<file path="src/rtl/grayscale_frame_reader.sv">
// Streams one grayscale byte per pixel out of a byte-replicated (3 bytes per pixel) buffer
// and flags any triplet whose bytes disagree.
module grayscale_frame_reader #(
    parameter int unsigned RESULT_ARRAY_LEN = 51200,
    parameter int unsigned ADDR_W           = 16,
    parameter int unsigned PIXEL_COUNT      = 17066
) (
    input  logic              clk,
    input  logic              rst,
    input  logic              start,
    output logic              busy,
    output logic              mem_rd_en,
    output logic [ADDR_W-1:0] mem_addr,
    input  logic [7:0]        mem_rd_data,
    output logic              pix_valid,
    input  logic              pix_ready,
    output logic [7:0]        pix_data,
    output logic              mismatch,
    output logic              done
);

    localparam int unsigned CNT_W = (PIXEL_COUNT > 1) ? $clog2(PIXEL_COUNT) : 1;
    localparam logic [CNT_W-1:0] LastPix = CNT_W'(PIXEL_COUNT - 1);

    localparam logic [2:0] StIdle    = 3'd0;
    localparam logic [2:0] StFetch   = 3'd1;
    localparam logic [2:0] StDrain   = 3'd2;
    localparam logic [2:0] StPresent = 3'd3;
    localparam logic [2:0] StFinish  = 3'd4;

    logic [2:0]        state_q, state_d;
    logic [ADDR_W-1:0] base_q, base_d;
    logic [CNT_W-1:0]  cnt_q, cnt_d;
    logic [1:0]        k_q, k_d;
    logic [7:0]        b0_q, b0_d;
    logic [7:0]        b1_q, b1_d;
    logic [7:0]        pix_q, pix_d;
    logic              mism_q, mism_d;

    always_comb begin
        state_d = state_q;
        base_d  = base_q;
        cnt_d   = cnt_q;
        k_d     = k_q;
        b0_d    = b0_q;
        b1_d    = b1_q;
        pix_d   = pix_q;
        mism_d  = mism_q;
        case (state_q)
            StIdle: begin
                if (start) begin
                    base_d  = '0;
                    cnt_d   = '0;
                    k_d     = 2'd0;
                    mism_d  = 1'b0;
                    state_d = StFetch;
                end
            end
            StFetch: begin
                // Read data lags the strobe by one cycle, so byte k-1 arrives while k is issued.
                k_d = k_q + 2'd1;
                if (k_q == 2'd1) begin
                    b0_d = mem_rd_data;
                end
                if (k_q == 2'd2) begin
                    b1_d    = mem_rd_data;
                    k_d     = 2'd0;
                    state_d = StDrain;
                end
            end
            StDrain: begin
                pix_d   = b0_q;
                mism_d  = mism_q | (b1_q != b0_q) | (mem_rd_data != b0_q);
                state_d = StPresent;
            end
            StPresent: begin
                if (pix_ready) begin
                    if (cnt_q == LastPix) begin
                        state_d = StFinish;
                    end else begin
                        base_d  = base_q + ADDR_W'(3);
                        cnt_d   = cnt_q + CNT_W'(1);
                        k_d     = 2'd0;
                        state_d = StFetch;
                    end
                end
            end
            StFinish: begin
                state_d = StIdle;
            end
            default: begin
                state_d = StIdle;
            end
        endcase
    end

    always_ff @(posedge clk or posedge rst) begin
        if (rst) begin
            state_q <= StIdle;
            base_q  <= '0;
            cnt_q   <= '0;
            k_q     <= 2'd0;
            b0_q    <= 8'd0;
            b1_q    <= 8'd0;
            pix_q   <= 8'd0;
            mism_q  <= 1'b0;
        end else begin
            state_q <= state_d;
            base_q  <= base_d;
            cnt_q   <= cnt_d;
            k_q     <= k_d;
            b0_q    <= b0_d;
            b1_q    <= b1_d;
            pix_q   <= pix_d;
            mism_q  <= mism_d;
        end
    end

    always_comb begin
        busy      = (state_q != StIdle);
        mem_rd_en = (state_q == StFetch);
        mem_addr  = mem_rd_en ? (base_q + ADDR_W'(k_q)) : '0;
        pix_valid = (state_q == StPresent);
        pix_data  = pix_q;
        mismatch  = mism_q;
        done      = (state_q == StFinish);
    end

endmodule

</file>
<file path="config.mk">
export PLATFORM = sky130hd
export DESIGN_NAME = grayscale_frame_reader
export DESIGN_NICKNAME = d
export VERILOG_FILES = /design/src/rtl/grayscale_frame_reader.sv
export SDC_FILE = /design/constraint.sdc
export NUM_CORES = 1
export LEC_CHECK = 0
export ABC_AREA = 1
export ABC_CLOCK_PERIOD_IN_PS = 4920
export BUFFER_PORTS_ARGS = -buffer_cell sky130_fd_sc_hd__buf_2
export CORE_MARGIN = 4
export CORE_UTILIZATION = 50
export CTS_CLUSTER_DIAMETER = 60
export CTS_CLUSTER_SIZE = 16
export DETAILED_ROUTE_END_ITERATION = 10
export PLACE_DENSITY = 0.71
export SLEW_MARGIN = 20
export SYNTH_ARGS = -nofsm -noshare
export SYNTH_HDL_FRONTEND = slang
export SYNTH_SLANG_ARGS = --single-unit
</file>
<file path="constraint.sdc">
create_clock -name clk -period 4.92 [get_ports clk]
set_clock_uncertainty 0.15 [all_clocks]
set_input_delay 0.492 -clock clk [delete_from_list [all_inputs] [get_ports clk]]
set_output_delay 0.492 -clock clk [all_outputs]
set_load 0.02 [all_outputs]
</file>
==> results.py <==
metrics = {
    "critical_path": {
        "setup.worst_path.end_class": "output pin",
        "worst-endpoint-required_ns": 4.28,
        "arrival_ns": 2.22,
        "timing.reg2reg.worst_path_depth": 7,
        "critPathLaunchType": "flip-flop",
        "critical_path_class": "flip-flop to output pin",
        "cp_max_fo": 6,
        "r2r_slack_ns": 2.41,
    },
    "placed_design": {
        "place_worst_setup_slack_ns": 2.40,
        "dp_hpwl_mm": 5.79,
        "globalplace.congestion": 0.867,
        "buffer_ports.inserted": 40,
        "placedCellCount": 676,
        "postPlaceCellArea_um2": 4060,
    },
    "synthesis": {
        "synth_top_cells_by_area": "sky130_fd_sc_hd__dfrtp_1 (40%), sky130_fd_sc_hd__nand2_1 (17%), sky130_fd_sc_hd__inv_1 (5.9%)",
        "yosys.area.top_type_share_pct": 39.8,
        "ys.warnings.count": 0,
        "synth.net_count": 569,
        "synth-seq-cells": 61,
        "async_flop_share_pct": 100,
        "library_cell_with_the_highest_instance_count_after_synthesis": "sky130_fd_sc_hd__nand2_1",
        "synth_cell_types": 31,
        "synth.cells.most_frequent": "sky130_fd_sc_hd__nand2_1 (175), sky130_fd_sc_hd__dfrtp_1 (61), sky130_fd_sc_hd__inv_1 (60)",
        "number_of_enable_type_register_cells_in_the_synthesized_netlist": 0,
        "synthCells": 551,
        "syn_area_per_cell_um2": 6.97,
        "postSynth.topFlopCell": "sky130_fd_sc_hd__dfrtp_1",
        "mappedNetlistArea_um2": 3840,
        "synth_top_cell_by_area": "sky130_fd_sc_hd__dfrtp_1",
        "seq_area_frac_synth_pct": 39.8,
    },
    "global_routing": {
        "met1_track_demand_over_resource_in_global_routing_pct": 27.2,
        "grt_start_max_net_pins": 62,
        "global_route.usage.met2_pct": 31.4,
        "number_of_global_route_vias_before_repair": 3287,
        "gr-usage-met3_pct": 4.42,
        "grt_first_pass_wirelength_mm": 14.6,
        "grt-busiest-layer": "met2",
        "grt_antenna_before_repair": 0,
        "globalRouteTotalUtil_pct": 20.1,
        "grt_remaining_overflow": 0,
    },
    "timing": {
        "timing.max_slew.rel_slack_pct": 49.2,
        "tightest_slew_ns": 0.761,
        "grt_setup_unrepaired": "false",
        "worst_hold_slack_ns": 0.217,
        "max_freq_ghz": 0.349,
        "finalHoldViolations": 0,
        "drv_slew": 0,
        "timing.final.crit_period_ns": 2.86,
        "setup_total_negative_slack_ns": 0,
        "fin_ws_ns": 2.06,
        "fin_crit_sh_pct": 58.2,
        "final-setup-viol-count": 0,
    },
    "floorplan": {
        "io_pins": 41,
        "floorplan.die_area_um2": 9150,
        "rows": 31,
        "die_w_um": 95.6,
        "core_area_um2": 7370,
        "die_height_um": 95.6,
        "initial_utilization_pct": 52.1,
    },
    "drt": {
        "route.detailed.wl_per_inst_um": 11.9,
        "vias": 3470,
        "postRouteWirelength_mm": 8.19,
        "firstDrtPassIters": 4,
        "drtIter0Drc": 165,
        "final_antenna_net_count": 0,
        "avgViaCountPerCell": 5.02,
        "remaining_drc_errors": 0,
    },
    "cts": {
        "cts_max_level": 3,
        "ctsRootBufferMaster": "sky130_fd_sc_hd__clkbuf_8",
        "clk_path_buf_depth": 2,
        "clock_latency_ns": 0.34,
        "cts.reportedPaths.clkPinSlew_ns": 0.07,
        "numClockSinks": 61,
        "setup_buffers_after_cts": 0,
        "tritoncts": "built",
        "postCtsHoldBufs": 0,
        "cts.repair.resized": 0,
        "cts_inserted_buffers": 9,
    },
    "flow_run": {
        "maxCapViolations": 0,
    },
    "outcome": {
        "outcome": "finished clean",
    },
    "hold_path": {
        "worstHoldPathType": "primary input to asynchronous set/reset pin",
    },
    "finish": {
        "final_design_area_no_fill_um2": 4260,
        "diodes": 0,
        "nNetsFinal": 606,
        "final_layout_size_suffix_gt1_share_pct": 13.9,
        "final_cell_count_no_fill": 691,
        "area_growth_syn_to_layout_pct": 11.0,
        "postLayoutCoreUtil_pct": 57.8,
    },
    "power_and_ir_drop": {
        "power-per-cell-area_nw_per_um2": 481,
        "max-vdd-ir-drop_mv": 0.273,
        "finalPower_mw": 2.05,
        "power.static_leakage_nw": 2.04,
    },
}
critical path: stages (launching register included):
cell and delay (ns):
sky130_fd_sc_hd__dfrtp_1 0.44, sky130_fd_sc_hd__ha_1 0.25, sky130_fd_sc_hd__fa_1 0.40, sky130_fd_sc_hd__nand2_1 0.11, sky130_fd_sc_hd__nor2_2 0.09, sky130_fd_sc_hd__nand2_1 0.09
sky130_fd_sc_hd__nor2_1 0.06, sky130_fd_sc_hd__a211oi_1 0.24, sky130_fd_sc_hd__buf_2 0.22
cells by family (layout without fill, tap and decap cells):
family                     after synthesis  in the layout  share of synthesized area [%]
adders and majority gates                6              6                           2.15
xor gates and xnor gates                12             12                           2.74
buffers and inverters                   81            122                           9.29
AOI/OAI and AO/OA                       80             80                           10.9
muxes                                    2              2                          0.586
and+or+nand+nor                        309            309                           34.6
DFF                                     61             61                           39.8
path summary, 6_finish.rpt:
check,endpoint,from
max,mem_addr[8],base_q[0]
min,pix_data[3],rst
max reg2reg,base_q[2],state_q[2]
min reg2reg,pix_data[0],pix_data[0]
max in group asynchronous,base_q[2],rst
min in group clk,b1_q[2],mem_rd_data[2]
final cells by class:
cell class	count	area [um2]
Inverter	66	248
Fill cell	709	3110
Sequential cell	61	1530
Clock buffer	11	151
Clock inverter	4	47.5
Tap cell	99	124
Timing Repair Buffer	41	208
Multi-Input combinational cell	409	1960
power by group:
group / internal (mW) / total, mW / switching (mW)
sequential: 0.638 / 0.760 / 0.122
combinational: 0.258 / 0.835 / 0.577
clock: 0.257 / 0.454 / 0.197
total: 1.15 / 2.05 / 0.896
registers in the layout, indices dropped and copies added (netlist names):
name and cells:
mismatch 1, b0_q 8, k_q 2, state_q 3, pix_data 8, base_q 16, b1_q 8, cnt_q 15
cell usage in the layout (no fill, tap or decap), types with 5 or more instances in the layout:
| master | count |
|---|---|
| sky130_fd_sc_hd__nand2_1 | 175 |
| sky130_fd_sc_hd__xor2_1 | 11 |
| sky130_fd_sc_hd__nor2_1 | 52 |
| sky130_fd_sc_hd__or2_2 | 5 |
| sky130_fd_sc_hd__dfrtp_1 | 61 |
| sky130_fd_sc_hd__inv_1 | 59 |
| sky130_fd_sc_hd__nand4_1 | 12 |
| sky130_fd_sc_hd__o21ai_1 | 37 |
| sky130_fd_sc_hd__o21ai_0 | 26 |
| sky130_fd_sc_hd__buf_2 | 40 |
| sky130_fd_sc_hd__a21oi_1 | 11 |
| sky130_fd_sc_hd__inv_2 | 7 |
| sky130_fd_sc_hd__ha_1 | 5 |
| sky130_fd_sc_hd__clkbuf_8 | 11 |
| sky130_fd_sc_hd__nand3_1 | 45 |
| sky130_fd_sc_hd__nor3_1 | 7 |
layer usage:
layer  routed length (um)  part of all wire (%)
met1                 4010                    49
met2                 3710                    45
met3                  362                   4.4
met4                  117                   1.4
met5                    0                     0
(Power assumes the default switching activity.)
